### config.mk
export PLATFORM = sky130hd
export DESIGN_NAME = x2_seq_decoder
export DESIGN_NICKNAME = d
export VERILOG_FILES = /design/src/rtl/x2_seq_decoder.sv
export SDC_FILE = /design/constraint.sdc
export NUM_CORES = 1
export LEC_CHECK = 0
export BUFFER_PORTS_ARGS = -buffer_cell sky130_fd_sc_hd__clkbuf_2
export CAP_MARGIN = 20
export CELL_PAD_IN_SITES_DETAIL_PLACEMENT = 1
export CELL_PAD_IN_SITES_GLOBAL_PLACEMENT = 2
export CORE_MARGIN = 1
export CORE_UTILIZATION = 37
export CTS_CLUSTER_DIAMETER = 80
export DETAILED_ROUTE_END_ITERATION = 10
export PLACE_DENSITY = 0.87
export SYNTH_ARGS = -nofsm -noshare
export SYNTH_HDL_FRONTEND = slang
export SYNTH_SLANG_ARGS = --single-unit
### constraint.sdc
create_clock -name clk_pad -period 2.8 [get_ports clk_pad]
set_input_delay 0.14 -clock clk_pad [delete_from_list [all_inputs] [get_ports clk_pad]]
set_output_delay 0.14 -clock clk_pad [all_outputs]
set_load 0.02 [all_outputs]
### src/rtl/x2_seq_decoder.sv
// x2_seq_decoder: buffered, registered select/qualifier decoder.
//
// Commands {sel, qual} are accepted over a valid/ready handshake into a DEPTH-entry FIFO.
// Each command is popped into a command register, decoded into a one-hot strobe, held for
// HOLD_CYC cycles and then presented with its own valid/ready handshake.
//
// Optional feature macro: X2_SEQ_BYPASS_EN. When it is defined, a command that arrives
// while the block is idle and the FIFO is empty goes straight into the command register,
// which saves one cycle of latency.
//
// Ports:
//   clk_pad        in   clock, rising edge
//   rst_pad        in   synchronous active-high reset
//   in_valid_pad   in   command valid
//   in_ready_pad   out  FIFO can accept (from registered occupancy only)
//   sel_pad        in   command select
//   qual_pad       in   command qualifiers (bit 0 enable, bit 1 fault-arm)
//   out_valid_pad  out  decoded result presented
//   out_ready_pad  in   consumer accepts result
//   strobe_pad     out  one-hot decode of sel, gated by enable
//   suppressed_pad out  current command has enable low
//   fault_pad      out  sel all-ones with fault-arm set
//   busy_pad       out  a command is held or presented
//   count_pad      out  FIFO occupancy
module x2_seq_decoder #(
   parameter int unsigned SEL_W    = 3,
   parameter int unsigned QUAL_W   = 7,
   parameter int unsigned DEPTH    = 4,
   parameter int unsigned HOLD_CYC = 2
) (
   input  logic                       clk_pad,
   input  logic                       rst_pad,
   input  logic                       in_valid_pad,
   output logic                       in_ready_pad,
   input  logic [SEL_W-1:0]           sel_pad,
   input  logic [QUAL_W-1:0]          qual_pad,
   output logic                       out_valid_pad,
   input  logic                       out_ready_pad,
   output logic [(1<<SEL_W)-1:0]      strobe_pad,
   output logic                       suppressed_pad,
   output logic                       fault_pad,
   output logic                       busy_pad,
   output logic [$clog2(DEPTH+1)-1:0] count_pad
);

   localparam int unsigned STB_W  = 1 << SEL_W;
   localparam int unsigned PTR_W  = $clog2(DEPTH);
   localparam int unsigned CNT_W  = $clog2(DEPTH + 1);
   localparam int unsigned HCNT_W = (HOLD_CYC > 1) ? $clog2(HOLD_CYC) : 1;
   localparam logic [HCNT_W-1:0] HoldLoad = (HOLD_CYC == 0) ? '0 : HCNT_W'(HOLD_CYC - 1);

   typedef enum logic [1:0] {StIdle, StHold, StPresent} state_e;

   // Only enable and fault-arm affect the decode, so only those two bits are stored.
   logic unused_qual_hi;
   if (QUAL_W > 2) begin : g_qual_hi
      assign unused_qual_hi = ^qual_pad[QUAL_W-1:2];
   end else begin : g_no_qual_hi
      assign unused_qual_hi = 1'b0;
   end

   // FIFO storage and pointers
   logic [SEL_W-1:0] mem_sel_q  [DEPTH];
   logic [1:0]       mem_qual_q [DEPTH];
   logic [PTR_W-1:0] wr_ptr_q, wr_ptr_d;
   logic [PTR_W-1:0] rd_ptr_q, rd_ptr_d;
   logic [CNT_W-1:0] count_q, count_d;

   // Sequencer state and registered outputs
   state_e              state_q, state_d;
   logic [HCNT_W-1:0]   hold_q, hold_d;
   logic [SEL_W-1:0]    cmd_sel_q, cmd_sel_d;
   logic [1:0]          cmd_qual_q, cmd_qual_d;
   logic [STB_W-1:0]    strobe_q, strobe_d;
   logic                suppressed_q, suppressed_d;
   logic                fault_q, fault_d;
   logic                out_valid_q, out_valid_d;
   logic                busy_q, busy_d;

   logic fifo_empty;
   logic accept;
   logic push;
   logic pop;
   logic load;
   logic bypass;
   logic [SEL_W-1:0] src_sel;
   logic [1:0]       src_qual;

   assign fifo_empty   = (count_q == '0);
   assign in_ready_pad = (count_q < CNT_W'(DEPTH));
   assign accept       = in_valid_pad & in_ready_pad;
   assign push         = accept & ~bypass;

   always_comb begin
      state_d  = state_q;
      hold_d   = hold_q;
      pop      = 1'b0;
      load     = 1'b0;
      bypass   = 1'b0;

      unique case (state_q)
         StIdle: begin
            if (!fifo_empty) begin
               pop  = 1'b1;
               load = 1'b1;
            end
`ifdef X2_SEQ_BYPASS_EN
            else if (accept) begin
               bypass = 1'b1;
               load   = 1'b1;
            end
`endif
         end
         StHold: begin
            if (hold_q == '0) begin
               state_d = StPresent;
            end else begin
               hold_d = hold_q - HCNT_W'(1);
            end
         end
         StPresent: begin
            if (out_ready_pad) begin
               if (!fifo_empty) begin
                  // Chain straight into the next command, no idle bubble.
                  pop  = 1'b1;
                  load = 1'b1;
               end else begin
                  state_d = StIdle;
               end
            end
         end
         default: state_d = StIdle;
      endcase

      src_sel  = bypass ? sel_pad      : mem_sel_q[rd_ptr_q];
      src_qual = bypass ? qual_pad[1:0] : mem_qual_q[rd_ptr_q];

      cmd_sel_d  = cmd_sel_q;
      cmd_qual_d = cmd_qual_q;
      if (load) begin
         cmd_sel_d  = src_sel;
         cmd_qual_d = src_qual;
         hold_d     = HoldLoad;
         state_d    = (HOLD_CYC == 0) ? StPresent : StHold;
      end

      // Outputs are registered from the next command/state so they change on the same edge.
      busy_d       = (state_d != StIdle);
      out_valid_d  = (state_d == StPresent);
      strobe_d     = '0;
      suppressed_d = 1'b0;
      fault_d      = 1'b0;
      if (busy_d) begin
         strobe_d     = {{(STB_W-1){1'b0}}, cmd_qual_d[0]} << cmd_sel_d;
         suppressed_d = ~cmd_qual_d[0];
         fault_d      = (&cmd_sel_d) & cmd_qual_d[1];
      end

      wr_ptr_d = push ? wr_ptr_q + PTR_W'(1) : wr_ptr_q;
      rd_ptr_d = pop  ? rd_ptr_q + PTR_W'(1) : rd_ptr_q;
      count_d  = count_q;
      if (push && !pop) begin
         count_d = count_q + CNT_W'(1);
      end else if (pop && !push) begin
         count_d = count_q - CNT_W'(1);
      end
   end

   always_ff @(posedge clk_pad) begin
      if (rst_pad) begin
         state_q      <= StIdle;
         hold_q       <= '0;
         cmd_sel_q    <= '0;
         cmd_qual_q   <= '0;
         strobe_q     <= '0;
         suppressed_q <= 1'b0;
         fault_q      <= 1'b0;
         out_valid_q  <= 1'b0;
         busy_q       <= 1'b0;
         wr_ptr_q     <= '0;
         rd_ptr_q     <= '0;
         count_q      <= '0;
      end else begin
         state_q      <= state_d;
         hold_q       <= hold_d;
         cmd_sel_q    <= cmd_sel_d;
         cmd_qual_q   <= cmd_qual_d;
         strobe_q     <= strobe_d;
         suppressed_q <= suppressed_d;
         fault_q      <= fault_d;
         out_valid_q  <= out_valid_d;
         busy_q       <= busy_d;
         wr_ptr_q     <= wr_ptr_d;
         rd_ptr_q     <= rd_ptr_d;
         count_q      <= count_d;
      end
   end

   // Storage needs no reset: occupancy and pointers alone define validity.
   always_ff @(posedge clk_pad) begin
      if (!rst_pad && push) begin
         mem_sel_q[wr_ptr_q]  <= sel_pad;
         mem_qual_q[wr_ptr_q] <= qual_pad[1:0];
      end
   end

   assign strobe_pad     = strobe_q;
   assign suppressed_pad = suppressed_q;
   assign fault_pad      = fault_q;
   assign out_valid_pad  = out_valid_q;
   assign busy_pad       = busy_q;
   assign count_pad      = count_q;

endmodule

======== Word level (Yosys, flattened, before mapping) ========
Memory sizes are Yosys's and may differ from the RTL's. A register that Yosys moved wholly into a read port is not among the register bits.
Cells that the tools add are included.
operators by class
  reductions and logical operators ........ 13
  order comparisons ....................... 1
  bitwise gates (word level) .............. 4
  multiplexer cells ....................... 21
  shift-type cells ........................ 1
  add/sub/neg operators ................... 5
  equal/unequal tests ..................... 3
operator list
  kind                                                 number
  2-to-1 mux 2 bit                                     9
  2-to-1 mux 3 bit                                     3
  left shift 1 x 3 -> 8 bit                            1
  2-to-1 mux 1 bit                                     7
  one-hot mux 2 bit (3 select lines)                   1
  nonzero test 2 bit                                   3
  adder 2 x 1 -> 2 bit, second input constant          2
  equality test 2 bit, second input constant           2
  adder 3 x 1 -> 3 bit, second input constant          1
  logical AND 1 bit                                    3
  logical NOT 1 bit                                    3
  logical NOT 3 bit                                    1
  less-than comparator 3 bit, second input constant    1
  AND reduction 3 bit                                  1
  subtractor 3 x 1 -> 3 bit, second input constant     1
  bitwise AND 1 bit                                    2
  equality test 2 x 1 -> 1 bit, second input constant  1
  logical NOT 2 bit                                    1
  NOT 1 bit                                            2
  one-hot mux 1 bit (2 select lines)                   1
  OR reduction 2 bit                                   1
  subtractor 1 bit, second input constant              1
storage, ports and cells
  output and inout port bits .............. 16
  memory bits (writable) .................. 20
  memories kept ........................... 2
  word-level logic and storage cells ...... 62
  bits in registers ....................... 27
memories
  name        words  bits a word  read ports  clocked after memory_dff  wr ports  RTL line  RTL
  mem_sel_q   4      3            1           1                         1         63        logic [SEL_W-1:0] mem_sel_q [DEPTH];
  mem_qual_q  4      2            1           1                         1         64        logic [1:0] mem_qual_q [DEPTH];

======== Depth between registers and ports, before layout ========
  word-level depth ........................ 8
  gate-level depth with buffers ........... 9
  gate-level depth less buffers ........... 9

======== Worst setup path after synthesis ========
Ideal clock, no wire load.
  path type ............................... reg-to-reg
  from .................................... reg count_q[0], in the netlist count_pad[0]
  to ...................................... reg count_q[2], in the netlist count_pad[2]
  data arrival time ....................... 2.159 ns
  stages on the path, launching flop included .. 10
  slack ................................... 0.571 ns
  buffers on the path ..................... 0
  library setup time ...................... 0.070 ns
  cell sequence ........................... dfxtp_1 -> nor3_2 -> nor3_4 -> inv_2 -> ha_1 -> inv_1 -> fa_1 -> xor2_1 -> or3_1 -> a21oi_1
between the ends
  longest elaborated chain between the ends .. 7
  elaborated cells between the ends (all ways) .. 15
  those cells by class .................... add/sub: 2; order compare: 1; mux: 5; bitwise: 1; reduce/logical: 6
RTL lines
  what                                                    RTL line  RTL
  start, declared                                         67        logic [CNT_W-1:0] count_q, count_d;
  start signal, assigned                                  195       count_q <= count_d;
  logical NOT 3 bit                                       89        assign fifo_empty = (count_q == '0);
  2-to-1 mux 1 bit                                        103, 123
  2-to-1 mux 1 bit                                        122       if (out_ready_pad) begin
  one-hot mux 1 bit (2 select lines)                      101       unique case (state_q)
  logical NOT 1 bit                                       162       if (push && !pop) begin
  logical AND 1 bit                                       162
  2-to-1 mux 3 bit or nonzero test 2 bit (tied branches)  n/a
Several ways; a longest one is shown, not always the timed one. The select of a mux whose other input is x is not followed.
A chain may end at the register's enable or synchronous reset.

======== Worst setup path in the final report ========
  from .................................... reg state_q[1]
  to ...................................... reg count_q[2], in the netlist count_pad[2]
between the ends
  longest elaborated chain between the ends .. 5
  elaborated cells between the ends (all ways) .. 8
  those cells by class .................... eq/ne: 1; mux: 2; reduce/logical: 5
RTL lines
  what                                                      RTL line  RTL
  start, declared                                           70        state_e state_q, state_d;
  start signal, assigned                                    171       state_q <= StIdle;
  start signal, assigned                                    184       state_q <= state_d;
  equality test 2 bit or logical NOT 2 bit (tied branches)  101
  one-hot mux 1 bit (2 select lines) (*)                    101
  logical NOT 1 bit                                         162
  logical AND 1 bit                                         162
  2-to-1 mux 3 bit or nonzero test 2 bit (tied branches)    n/a
Mark *: on every way between the ends. The rest lies on a longest branch, timed or not.

==> flow_summary.toml <==
[outcome]
status = "completed"

[drt]
drc = 0
first_iter_violations = 104
routed_wl_um = 3590
drtAntennaViolNets = 0
vias_per_cell = 5.00
wl_per_cell_um = 14.1
vias = 1276
first_pass_iters = 4

[power]
p_leak_nw = 0.847
power_density_mw_per_mm2 = 957
irDropWorstVdd_mv = 0.457

[grt]
grt_pass1_wl_um = 6130
grt_pass1_vias = 1321
met3_usage = 0.0379
grt_max_degree = 22
antenna_found_initial = 0
grt_use_met1 = 0.180
top_usage_layer = "met2"
track_usage = 0.149
grt_overflow_total = 0
met2_usage = 0.259

[synthesis]
synth_xor_xnor_area_share = 0.0180
synth.avg_cell_area_um2 = 12.5
yosys.area_share.simple = 0.147
synth_top_family_by_area = "simple AND/OR/NAND/NOR gates"
synth.area.mux_share = 0.0669
ys_seq_area_frac = 0.607
synth-main-ff-cell = "dfxtp_1"
synth_nets = 176
synth_seq_cells = 49
synthCells = 156
ys_top_cells_by_area = "edfxtp_1 31%, dfxtp_1 30%, mux4_2 3.5%"
async_flop_share = 0
syn_area_mm2 = 0.00195
synth_compound_gate_area_share = 0.0862
synthDistinctLibCells = 35
yosysTopAreaCell = "edfxtp_1"
synth_top_area_frac = 0.309
ys_warn_count = 0
synth_fa_ha_area_frac = 0.0424
synth_edf_count = 20

[placement]
portBuffers = 24
place_congestion = 0.790
hpwl_um = 2670
place_ws_ns = 0.338

[setup_path]
cp.arrival_ns = 2.73
cp_max_fo = 8
worst_setup_path_end_kind = "register"
crit_type = "register to register"
start_kind = "register"
required_ns = 3.02

[run]
drv_cap = 0

[die]
rows = 26
core_mm2 = 0.00507
dieWidth_um = 74.5
die_area_mm2 = 0.00555
initial_core_util = 0.383
io_pins = 30
dieHeight_um = 74.5

[clocking]
cts_tree = "done"
ctsHoldBuffers = 0
clkSinkCount = 49
numCtsBuffers = 5
clockRootBuffer = "clkbuf_8"
clk-insertion-delay-late_ns = 0.30
cts-resized-gates = 0
htreeDepth = 2
post_cts_buffers = 0
clockBufferDepth = 2
cts.clk_slew.worst_paths_ns = 0.09

[cells_and_area]
area_growth_syn_to_layout_pct = 14.5
fill_cells = 572
final_common_cell = "dfxtp_1"
drive_gt1_frac = 0.232
finalNetCount = 204
layout_common_cells = "29 x dfxtp_1, 24 x clkbuf_2, 20 x edfxtp_1"
antenna_cells = 0

[sta]
finalSetupTns_ns = 0
rsz0062_at_grt = "no"
period_share = 0.896
fmax_mhz = 398
setup_viol = 0
skew_ns = 0.00630
hold_ws_ns = 0.0464
worst_pin_slew_ns = 0.559
maxSlewHeadroom = 0.626
finalHoldViolCount = 0
worst_slack_ns = 0.290
report.final.slew_viol_count = 0
period_needed_ns = 2.51

[min_path]
hp-class = "input port to register"
-- layer usage --
metal	routed length, um	vias to the layer above	part of all wire
met2	1860	21	0.52
met5	0	-	0
met4	43	0	0.012
met3	120	6	0.033
met1	1570	635	0.44
li1	-	614	-
-- area by class of cell --
cell class              instances  area [um^2]  share of cell area
repair buffers                 25          128              0.0573
clock inverters                 3         21.3             0.00955
clock buffers                   5         68.8              0.0309
flip-flops and latches         49         1180               0.530
inverters                      11         41.3              0.0185
well taps                      70         87.6              0.0393
multi-input cells              92          701               0.314
-- critical path, stage by stage, from the launching register on --
cell	delay [ns]
dfxtp_1	0.37
nor2b_1	0.49
nor3_4	0.13
inv_2	0.16
ha_1	0.21
inv_1	0.06
fa_1	0.38
xor2_1	0.16
or3_1	0.31
a21oi_1	0.16
-- final timing paths --
check                                               from                    endpoint  slack [ns]  depth (start not counted)
worst max-delay path               state_q[1]$_SDFF_PP0_   count_pad[2]$_SDFFE_PP0P_        0.29                          9
worst min-delay path                         qual_pad[1]  mem_qual_q[1][1]$_DFFE_PP_        0.05                          1
worst max register to register     state_q[1]$_SDFF_PP0_   count_pad[2]$_SDFFE_PP0P_        0.29                          9
worst min register to register  cmd_qual_q[1]$_SDFF_PP0_    cmd_qual_q[1]$_SDFF_PP0_        0.49                          2
-- through the flow --
step,cells,cell area [um^2],util,total power (W)
final,255,2230,0.439,0.00213
after global routing,255,2230,0.439,0.00228
after CTS,255,2230,0.439,0.00216
after detailed placement,247,2140,0.421,0.00174
after global placement,247,2140,0.421,0.00169
after floorplan,156,1950,-,0.00154
-- cells in the mapped netlist, types with 3 or more instances --
cell type and instances:
nor2b_1 6, and3_1 4, nand2_1 8, clkbuf_1 3
and2_1 4, mux4_2 3, dfxtp_1 29, nand2b_1 3
a21oi_1 12, o22ai_1 3, ha_1 5, o21ai_0 3
or3_1 3, inv_1 10, nor2_1 15, edfxtp_1 20
-- flip-flops by register name (all words and copies together) (netlist names), named ones only --
signal	count
state_q	2
busy_pad	1
out_valid_pad	1
mem_qual_q	8
cmd_sel_q	3
cmd_qual_q	2
rd_ptr_q	2
count_pad	3
suppressed_pad	1
strobe_pad	8
hold_q	1
wr_ptr_q	2
fault_pad	1
mem_sel_q	12
-- cells by family (layout without fill, tap and decap cells) --
kind of cell / Yosys count / in the layout
mux: 6 / 6
xor+xnor: 4 / 4
simple gates: 51 / 51
flops: 49 / 49
buf+inv: 15 / 44
compound gates: 25 / 25
fa+ha+maj: 6 / 6
-- where the power goes --
part / switching (W) / internal [W]
clock: 0.000237 / 0.000177
combinational: 0.000445 / 0.000295
sequential: 0.000112 / 0.000868
Note: power is estimated with default switching activity, not from simulation.
